--- config.mk ---
export PLATFORM = sky130hd
export DESIGN_NAME = gpu_line_raster
export DESIGN_NICKNAME = d
export VERILOG_FILES = /design/src/rtl/gpu_line_raster.sv
export SDC_FILE = /design/constraint.sdc
export NUM_CORES = 1
export LEC_CHECK = 0
export ABC_AREA = 1
export CAP_MARGIN = 40
export CELL_PAD_IN_SITES_DETAIL_PLACEMENT = 0
export CELL_PAD_IN_SITES_GLOBAL_PLACEMENT = 2
export CORE_ASPECT_RATIO = 1.2
export CORE_MARGIN = 2
export CORE_UTILIZATION = 34
export CTS_BUF_LIST = sky130_fd_sc_hd__clkbuf_4 sky130_fd_sc_hd__clkbuf_8 sky130_fd_sc_hd__clkbuf_16
export CTS_CLUSTER_DIAMETER = 80
export DETAILED_ROUTE_END_ITERATION = 7
export PLACE_DENSITY_LB_ADDON = 0.25
export RECOVER_POWER = 25
export SETUP_SLACK_MARGIN = 0.15
export SLEW_MARGIN = 20
export SYNTH_ARGS = -nofsm -noshare
export SYNTH_HDL_FRONTEND = slang
export SYNTH_SLANG_ARGS = --single-unit
--- constraint.sdc ---
create_clock -name clk -period 6.17 [get_ports clk]
set_clock_uncertainty 0.15 [all_clocks]
set_input_delay 1.234 -clock clk [delete_from_list [all_inputs] [get_ports clk]]
set_output_delay 1.234 -clock clk [all_outputs]
set_load 0.1 [all_outputs]
--- src/rtl/gpu_line_raster.sv ---
// rtl/gpu_line_raster.sv - Bresenham line rasteriser, all octants, stallable pixel stream; optional clip via GPU_LINE_CLIP_EN
module gpu_line_raster #(
    parameter int          X_BITS     = 10,
    parameter int          Y_BITS     = 9,
    parameter int          COLOR_BITS = 24,
    parameter int unsigned FB_WIDTH   = 640,
    parameter int unsigned FB_HEIGHT  = 480
) (
    input  logic                  clk,
    input  logic                  n_rst,
    input  logic                  cmd_valid,
    output logic                  cmd_ready,
    input  logic [X_BITS-1:0]     cmd_x1,
    input  logic [Y_BITS-1:0]     cmd_y1,
    input  logic [X_BITS-1:0]     cmd_x2,
    input  logic [Y_BITS-1:0]     cmd_y2,
    input  logic [COLOR_BITS-1:0] cmd_color,
    input  logic                  abort,
    output logic                  pix_valid,
    input  logic                  pix_ready,
    output logic [X_BITS-1:0]     pix_x,
    output logic [Y_BITS-1:0]     pix_y,
    output logic [COLOR_BITS-1:0] pix_color,
    output logic                  pix_last,
    output logic                  busy,
    output logic                  done
);

    localparam int W = ((X_BITS > Y_BITS) ? X_BITS : Y_BITS) + 2;

`ifdef GPU_LINE_CLIP_EN
    localparam bit CLIP_EN = 1'b1;
`else
    localparam bit CLIP_EN = 1'b0;
`endif

    typedef enum logic [1:0] {S_IDLE, S_SETUP, S_STEP} state_t;

    state_t state, state_n;

    logic [X_BITS-1:0]   x2_q;
    logic [Y_BITS-1:0]   y2_q;
    logic signed [W-1:0] dx_q, dy_q, err_q;
    logic                sx_neg, sy_neg;
    logic                done_q;

    logic signed [W-1:0] cur_xs, cur_ys, end_xs, end_ys;
    logic signed [W-1:0] diff_x, diff_y, abs_dx, abs_dy, err_n;
    logic signed [W:0]   e2, dx_e, dy_e;
    logic                step_x, step_y;
    logic                visible, at_end, adv, fin;

    // Setup arithmetic works on the latched start point (held in pix_x/pix_y) and end point.
    assign cur_xs = signed'(W'(pix_x));
    assign cur_ys = signed'(W'(pix_y));
    assign end_xs = signed'(W'(x2_q));
    assign end_ys = signed'(W'(y2_q));
    assign diff_x = end_xs - cur_xs;
    assign diff_y = end_ys - cur_ys;
    assign abs_dx = diff_x[W-1] ? -diff_x : diff_x;
    assign abs_dy = diff_y[W-1] ? -diff_y : diff_y;

    // Error term doubled one bit wider so 2*err never wraps.
    assign e2     = {err_q, 1'b0};
    assign dx_e   = {dx_q[W-1], dx_q};
    assign dy_e   = {dy_q[W-1], dy_q};
    assign step_x = (e2 >= dy_e);
    assign step_y = (e2 <= dx_e);
    assign err_n  = err_q + (step_x ? dy_q : W'(0)) + (step_y ? dx_q : W'(0));

    // Off-screen steps are silently consumed at one per cycle when clipping is built in.
    assign visible = !CLIP_EN || ((32'(pix_x) < FB_WIDTH) && (32'(pix_y) < FB_HEIGHT));
    assign at_end  = (pix_x == x2_q) && (pix_y == y2_q);
    assign adv     = (state == S_STEP) && (visible ? pix_ready : 1'b1);
    assign fin     = adv && at_end;

    assign cmd_ready = (state == S_IDLE);
    assign busy      = (state != S_IDLE);
    assign pix_valid = (state == S_STEP) && visible;
    assign pix_last  = (state == S_STEP) && visible && at_end;
    assign done      = done_q;

    // State register.
    always_ff @(posedge clk or negedge n_rst) begin
        if (!n_rst) state <= S_IDLE;
        else        state <= state_n;
    end

    // Next state: a completing handshake wins over a simultaneous abort.
    always_comb begin
        state_n = state;
        unique case (state)
            S_IDLE:  if (cmd_valid) state_n = S_SETUP;
            S_SETUP: state_n = abort ? S_IDLE : S_STEP;
            S_STEP:  if (fin || abort) state_n = S_IDLE;
            default: state_n = S_IDLE;
        endcase
    end

    // Command latch, per-line setup and Bresenham stepping.
    always_ff @(posedge clk or negedge n_rst) begin
        if (!n_rst) begin
            pix_x     <= '0;
            pix_y     <= '0;
            pix_color <= '0;
            x2_q      <= '0;
            y2_q      <= '0;
            dx_q      <= '0;
            dy_q      <= '0;
            err_q     <= '0;
            sx_neg    <= 1'b0;
            sy_neg    <= 1'b0;
            done_q    <= 1'b0;
        end else begin
            done_q <= fin;
            if (state == S_IDLE && cmd_valid) begin
                pix_x     <= cmd_x1;
                pix_y     <= cmd_y1;
                x2_q      <= cmd_x2;
                y2_q      <= cmd_y2;
                pix_color <= cmd_color;
            end
            if (state == S_SETUP) begin
                dx_q   <= abs_dx;
                dy_q   <= -abs_dy;
                err_q  <= abs_dx - abs_dy;
                sx_neg <= !(pix_x < x2_q);
                sy_neg <= !(pix_y < y2_q);
            end
            if (adv && !at_end) begin
                err_q <= err_n;
                if (step_x) pix_x <= sx_neg ? pix_x - 1'b1 : pix_x + 1'b1;
                if (step_y) pix_y <= sy_neg ? pix_y - 1'b1 : pix_y + 1'b1;
            end
        end
    end

endmodule

# Word-level counts from Yosys, hierarchy flattened
# Cells that the tools add are included.
# W data, S select, Z words.
# totals
regBits,103
inputBits,67
output_inout_bits,48
word_cells,66
# classes
addsub,12
n_lt_le_gt_ge,4
eq_ne,6
mux,18
reduce_logical,14
# op_table
cell,count
$mux W12,6
$mux W10,4
$mux W9,4
$add A12 B12 Y12,2
$ge A13 B12 Y1,1
$le A13 B12 Y1,1
$neg A10 Y12,1
$neg A11 Y12,1
$neg A12 Y12,1
$sub A12 B12 Y12,1
$sub A10 B10 Y11,1
$add A10 B1 Y10 const B,1
$eq A10 B10 Y1,1
$lt A10 B10 Y1,1
$sub A10 B1 Y10 const B,1
$sub A9 B9 Y10,1
$add A9 B1 Y9 const B,1
$eq A9 B9 Y1,1
$lt A9 B9 Y1,1
$sub A9 B1 Y9 const B,1
$logic_and A1 B1 Y1,6
$mux W2,3
$pmux W2 S3,1
$reduce_bool A2 Y1,2
8 further kinds,10

# Depth between registers and ports, before layout
# Gate-level depths: netlist of run 1.
# logic_depth
depth_word,6
ltp_mapped,29
depth_no_buf,29

# Worst setup path before layout of run 1
# OpenSTA, ideal clock, no wires.
# synth_path
path_kind,reg-to-output
from,reg pix_y[3]
to,out pix_last
t_arrival_ps,3297
required_ps,4786
slack_ps,1489
stages_incl_launch_ff,9
n_path_buf,0
path_cell_list,dfrtp_1 inv_1 ha_1 inv_1 nor3_1 nand3_1 nor4_1 nand2_1 nor2_1
# synth_between
elab_chain_cells,3
# synth_lines
item,line,rtl
start: declaration,22,"output logic [Y_BITS-1:0] pix_y,"
start signal: assignment,118,pix_y <= cmd_y1;
start signal: assignment,133,if (step_y) pix_y <= sy_neg ? pix_y - 1'b1 : pix_y + 1'b1;
$eq A9 B9 Y1,73,assign at_end = (pix_x == x2_q) && (pix_y == y2_q);
$logic_and A1 B1 Y1,73,
$logic_and A1 B1 Y1,80,assign pix_last = (state == S_STEP) && visible && at_end;
end: declaration,24,"output logic pix_last,"
# Every way passes these cells.

# Worst setup path in the final report of run 1
# layout_path
from,reg pix_y[5]
to,out pix_last
# The elaborated chain is that of the path after synthesis.

==> results of run 1 <==
per-layer routing:
metal	track usage, %	vias up	share of wire (%)
met2	34.55	112	49
met1	23.85	3549	46
li1	-	4076	-
met3	3.067	15	3.8
met5	0	-	0
met4	5.595	0	1.5
final timing paths:
kind | startpoint | end | slack, ns | cells past startpoint
max | pix_y[5] | pix_last | 1.65 | 10
min | dy_q[9] | dy_q[9] | 0.33 | 2
max reg2reg | dy_q[11] | err_q[8] | 1.66 | 24
min reg2reg | dy_q[9] | dy_q[9] | 0.33 | 2
max in group asynchronous | n_rst | sx_neg | 1.84 | 3
min in group asynchronous | n_rst | err_q[10] | 0.55 | 1
area by class of cell:
type	count	area, um2	share of cell area, %
Inverter	169	634.4	5.682
Multi-Input combinational cell	873	5130	45.95
Sequential cell	103	2577	23.09
Timing Repair Buffer	170	2092	18.74
Tap cell	325	406.6	3.642
Clock buffer	11	246.5	2.208
Clock inverter	4	77.57	0.6948
critical path: stages (launching register included):
cell and delay (ns):
dfrtp_1 0.39, inv_1 0.07, ha_1 0.38, inv_1 0.10
nor3_1 0.17, nand3_1 0.08, nor4_1 0.41, nand2_1 0.17
nor2_1 0.23, clkdlybuf4s50_1 0.56, buf_8 0.20
Yosys cell counts (8+ instances only):
cell	instances
a31oi_1	9
inv_2	8
xor2_1	29
o21ai_1	11
a21oi_1	62
nand3_1	58
ha_1	82
inv_1	161
fa_1	17
o21ai_0	60
clkbuf_1	20
dfrtp_1	103
nand4_1	8
nor2_1	82
xnor2_1	13
o211ai_1	17
nand2_1	359
cells in the final DEF (no fill, tap or decap), drive strengths merged, types with 2 or more instances in the layout:
cell type / instances
a21oi: 64
a31oi: 9
buf: 53
bufinv: 2
clkbuf: 15
clkdlybuf4s50: 113
dfrtp: 103
fa: 17
ha: 82
inv: 170
nand2: 371
nand3: 65
nand4: 8
nor2: 90
nor3: 9
nor4: 5
o2111ai: 3
o211ai: 17
o21ai: 71
o21bai: 5
o221ai: 3
or2: 2
xnor2: 13
xor2: 30
through the flow:
stage	cells	setup WS (ns)	cell area (um2)
finish	1655	1.649	11160
detailed placement	1638	1.537	10860
floorplan	1172	1.489	8454
CTS	1653	1.523	11180
global placement	1589	1.534	9925
global route	1655	1.042	11160
flip-flops by register name (all words and copies together) (netlist names):
name       cells
pix_color     24
state          2
pix_y          9
sx_neg         1
sy_neg         1
x2_q          10
done           1
dy_q          12
pix_x         10
y2_q           9
err_q         12
dx_q          12
cell families (layout without fill, tap and decap cells):
family                   count (synthesis)  after routing
AND/OR/NAND/NOR                        552            552
buffers and inverters                  196            354
AO/OA/AOI/OAI                          178            178
flip-flops                             103            103
adder cells (fa/ha/maj)                 99             99
XOR/XNOR                                43             43
other                                    1              1
==> results.tsv, run 1 <==
stage	metric	value	unit
cells_and_area	Area Overhead vs Synth	32.06	%
synth	Synth Warn #	0	
route	DRT antenna net count	0	
grt	initial antenna violation count	0	
synth	Top FF cell, synth	dfrtp_1	
sta	Tcrit/Tclk final	73.27	%
die	Core ar.	24590	um2
route	drt first pass iters	6	
synth	Seq/Total Area, Yosys	30.49	%
sta	count of pins over their slew limit	53	
synth	Synth Area in Compound Gates	12.12	%
worst_setup_path	Crit Path Max Fanout	6	
die	Die Wd	148.0	um
synth	syn nets	1338	
cells_and_area	Final nets	1492	
grt	gr ovfl total	0	
die	die area	26150	um2
sta	Setup TNS	0	ns
synth	Synth Area in Adders	16.16	%
synth	Synth area leader	dfrtp_1	
sta	worst hold slack	0.3304	ns
worst_setup_path	Critical Path Source Type	register	
die	die height	176.7	um
worst_setup_path	crit path DAT	3.14	ns
grt	global-route wire length before repair	40.32	mm
cells_and_area	# diodes	0	
synth	Synth Area in XOR/XNOR	4.543	%
clocking	H-tree depth	3	
worst_setup_path	CP required	4.79	ns
synth	top cells by area, synth	dfrtp_1, nand2_1, ha_1, inv_1, fa_1	
clocking	setup repair bufs after CTS	0	
clocking	clock-pin slew on the worst setup and hold paths	0.07	ns
synth	post-synth top area share	30.49	%
run	maxcap violations	1	
cells_and_area	Fillers	2544	
route	DRC	0	
clocking	Hold Buf Count CTS	0	
synth	async set or reset register ratio after synthesis	100.0	%
route	final WL	24.23	mm
worst_setup_path	Setup CP Type	reg2out	
sta	normalized max-slew margin	-113.6	%
sta	Worst-Margin Slew	3.204	ns
synth	number of synthesized flops with an enable pin	0	
route	1st-iter DRT viols	259	
die	Cell Rows	63	
synth	syn avg cell area	7.214	um2
route	DR WL/cell	14.64	um
grt	GRT Resource Usage Total	19.26	%
synth	largest family of logic cells by synthesized area	simple AND/OR/NAND/NOR gates	
die	number of I/O pins	115	
sta	RSZ-0062 raised after global routing	false	
route	Vias/cell	4.684	
place	post-DP HPWL	19.26	mm
synth	Post-Syn Instances	1172	
synth	mux cell area share after synthesis	0	%
worst_setup_path	CP Capture Type	output port	
synth	synthesized flop and latch total	103	
cells_and_area	Finished Core Util	45.40	%
clocking	worst skew pair latency	0.36	ns
run_status	status	finished, violations left	
sta	Hold Vio Cnt, Final	0	
synth	Distinct cells, synth	45	
cells_and_area	fraction of layout cells with a size suffix above 1	8.421	%
run_status	failing checks	capacitance limit, slew limit	
clocking	clock sink total	103	
place	IO buf count	114	
clocking	Longest Clk Path Bufs	2	
sta	Peak Freq	221.2	MHz
synth	Mapped Area	8454	um2
sta	final setup fails	0	
synth	Simple-Gate Fraction of Synth Area	27.78	%
min_path	Worst Hold Class	reg2reg	
grt	largest net degree at the start of global routing	77	
grt	vias in the first global route	8087	
die	Starting Density	34.38	%
clocking	# resized after CTS	0	
clocking	root buffer cell	clkbuf_16	
sta	min Tclk post-route	4.521	ns
place	RD Place Congestion	0.8317	
route	DR vias	7752	
clocking	CTS buffer count	9	
clocking	CTS tree	built	
Power of run 1 is not shown: default switching activity piles up to over one toggle a cycle in this logic, so the estimate is an artifact.
==> inputs of run 2 (changes only) <==
--- a/config.mk
+++ b/config.mk
@@ -11,7 +11,7 @@
 export CELL_PAD_IN_SITES_GLOBAL_PLACEMENT = 2
 export CORE_ASPECT_RATIO = 1.2
 export CORE_MARGIN = 2
-export CORE_UTILIZATION = 34
+export CORE_UTILIZATION = 32
 export CTS_BUF_LIST = sky130_fd_sc_hd__clkbuf_4 sky130_fd_sc_hd__clkbuf_8 sky130_fd_sc_hd__clkbuf_16
 export CTS_CLUSTER_DIAMETER = 80
 export DETAILED_ROUTE_END_ITERATION = 7
==> constraint.sdc (replaced) <==
create_clock -name clk -period 4.35 [get_ports clk]
set_clock_uncertainty 0.15 [all_clocks]
set_input_delay 0.87 -clock clk [delete_from_list [all_inputs] [get_ports clk]]
set_output_delay 0.87 -clock clk [all_outputs]
set_load 0.1 [all_outputs]
==> run 2 against run 1 <==
  * Worst setup slack lost 1.3 ns
  * The run still ends with capacitance limit, slew limit left
  * First-iteration DRC count decreased by 12%
  * Utilization down 0.20 points
==> results.tsv, run 2 (synthesis gave the netlist of run 1 again) <==
stage	metric	value	unit	change
cells_and_area	commonest non-fill, non-tap cells in the layout	nand2_1, inv_1, clkdlybuf4s50_1		
grt	global-route wire length before repair	42.13	mm	+4.5%
worst_setup_path	CP required	4.48	ns	-0.31 ns
clocking	Longest Clk Path Bufs	2		unchanged
run	maxcap violations	1		unchanged
sta	RSZ-0062 raised after global routing	true		
sta	final setup fails	0		unchanged
sta	Tcrit/Tclk final	90.85	%	
grt	initial antenna violation count	0		unchanged
place	RD Place Congestion	0.8474		+1.9%
cells_and_area	fraction of layout cells with a size suffix above 1	16.52	%	+8.1 points
sta	Setup TNS	0	ns	unchanged
worst_setup_path	CP Capture Type	register		
worst_setup_path	crit path DAT	4.08	ns	+0.94 ns
clocking	worst skew pair latency	0.36	ns	about the same
route	DRT antenna net count	0		unchanged
clocking	clock-pin slew on the worst setup and hold paths	0.07	ns	about the same
run_status	failing checks	capacitance limit, slew limit		
route	Vias/cell	4.654		-0.64%
clocking	CTS buffer count	9		unchanged
min_path	Worst Hold Class	reg2reg		
cells_and_area	Fillers	2661		+4.6%
cells_and_area	Reg with most FFs	pix_color		
worst_setup_path	Setup CP Type	reg2reg		
die	number of I/O pins	115		unchanged
grt	GRT Resource Usage Total	19.09	%	-0.18 points
place	post-DP HPWL	20.63	mm	+7.1%
grt	gr ovfl total	0		unchanged
route	drt first pass iters	5		-1
cells_and_area	# diodes	0		unchanged
grt	vias in the first global route	8063		-0.30%
sta	Peak Freq	253.0	MHz	
clocking	clock sink total	103		unchanged
run_status	status	finished, violations left		
cells_and_area	Area Overhead vs Synth	39.56	%	
clocking	CTS tree	built		
die	Starting Density	32.38	%	-2.0 points
sta	normalized max-slew margin	-57.75	%	+56 points
die	Cell Rows	65		+3.2%
route	1st-iter DRT viols	228		-12%
die	Die Wd	152.4	um	+3.0%
clocking	root buffer cell	clkbuf_16		
die	Core ar.	26110	um2	+6.2%
die	die area	27740	um2	+6.1%
sta	min Tclk post-route	3.952	ns	
cells_and_area	commonest non-fill, non-tap cell in the layout	nand2_1		
clocking	Hold Buf Count CTS	0		unchanged
sta	Hold Vio Cnt, Final	0		unchanged
route	DRC	0		unchanged
clocking	H-tree depth	3		unchanged
sta	Worst-Margin Slew	2.366	ns	-0.8374 ns
worst_setup_path	Critical Path Source Type	register		
cells_and_area	Final nets	1535		+2.9%
route	DR WL/cell	15.22	um	+4.0%
place	IO buf count	114		unchanged
worst_setup_path	Crit Path Max Fanout	5		-1
die	die height	182.1	um	+3.0%
route	DR vias	7954		+2.6%
cells_and_area	max reg flops	24		unchanged
route	final WL	26.01	mm	+7.4%
sta	count of pins over their slew limit	41		-23%
grt	largest net degree at the start of global routing	77		unchanged
-- run 2: critical path: stages, from the launching register on --
cell	delay [ns]
dfrtp_2	0.43
ha_1	0.30
a21oi_1	0.06
or2_2	0.28
nand3_2	0.09
nand2_1	0.08
nand3_1	0.08
nand2_1	0.06
nor2_2	0.14
buf_6	0.14
buf_4	0.13
nor2_1	0.05
fa_1	0.49
ha_2	0.18
inv_1	0.05
fa_2	0.35
inv_2	0.09
a21oi_2	0.07
nor2_1	0.11
o21ai_1	0.07
nand2_1	0.07
xor2_1	0.17
nand2_1	0.07
a31oi_1	0.13
-- run 2: metrics by stage --
step / hold slack [ns] / util (%) / cells / instance area (um2) / worst slack (ns)
after CTS: 0.3351 / 43.64 / 1689 / 11390 / 0.1269
after floorplan: 0.2989 / - / 1172 / 8463 / 0.1477
after global routing: 0.3492 / 45.20 / 1709 / 11800 / 0.1274
after global placement: 0.3112 / 38.88 / 1625 / 10150 / 0.1029
final: 0.3286 / 45.20 / 1709 / 11800 / 0.3982
after detailed placement: 0.3166 / 42.35 / 1672 / 11060 / 0.05068
-- run 2: final cells by class --
| type | count | area [um2] | share of cell area [%] |
|---|---|---|---|
| Clock buffer | 11 | 246.5 | 2.089 |
| Clock inverter | 5 | 57.56 | 0.4878 |
| Inverter | 169 | 643.1 | 5.451 |
| Tap cell | 335 | 419.2 | 3.552 |
| Multi-Input combinational cell | 873 | 5399 | 45.76 |
| Timing Repair Buffer | 212 | 2435 | 20.64 |
| Timing Repair inverter | 1 | 7.507 | 0.06363 |
| Sequential cell | 103 | 2591 | 21.96 |
-- run 2: repair_timing --
action,in CTS,in global routing
endpoints found under the hold margin,0,0
cloned,1,1
endpoints found under the setup margin,4,7
pin swaps,0,12
resized for setup,8,75
setup buffers,0,19
-- run 2: routing by layer --
layer / share of wire, % / track usage, % / vias to the layer above
met5: 0 / 0 / -
li1: - / - / 4159
met3: 4.4 / 3.657 / 31
met2: 49 / 33.50 / 149
met1: 43 / 23.50 / 3615
met4: 2.7 / 6.467 / 0
-- run 2: worst paths after layout --
path	from	endpoint	slack, ns	cells after the start
worst min-delay path	dx_q[8]	dx_q[8]	0.33	2
worst min register to register	dx_q[8]	dx_q[8]	0.33	2
worst max-delay path	err_q[1]	err_q[9]	0.40	23
worst max register to register	err_q[1]	err_q[9]	0.40	23
min in group asynchronous	n_rst	err_q[11]	1.06	1
max in group asynchronous	n_rst	pix_x[1]	0.84	2
Power of run 2 is left out for the same reason.
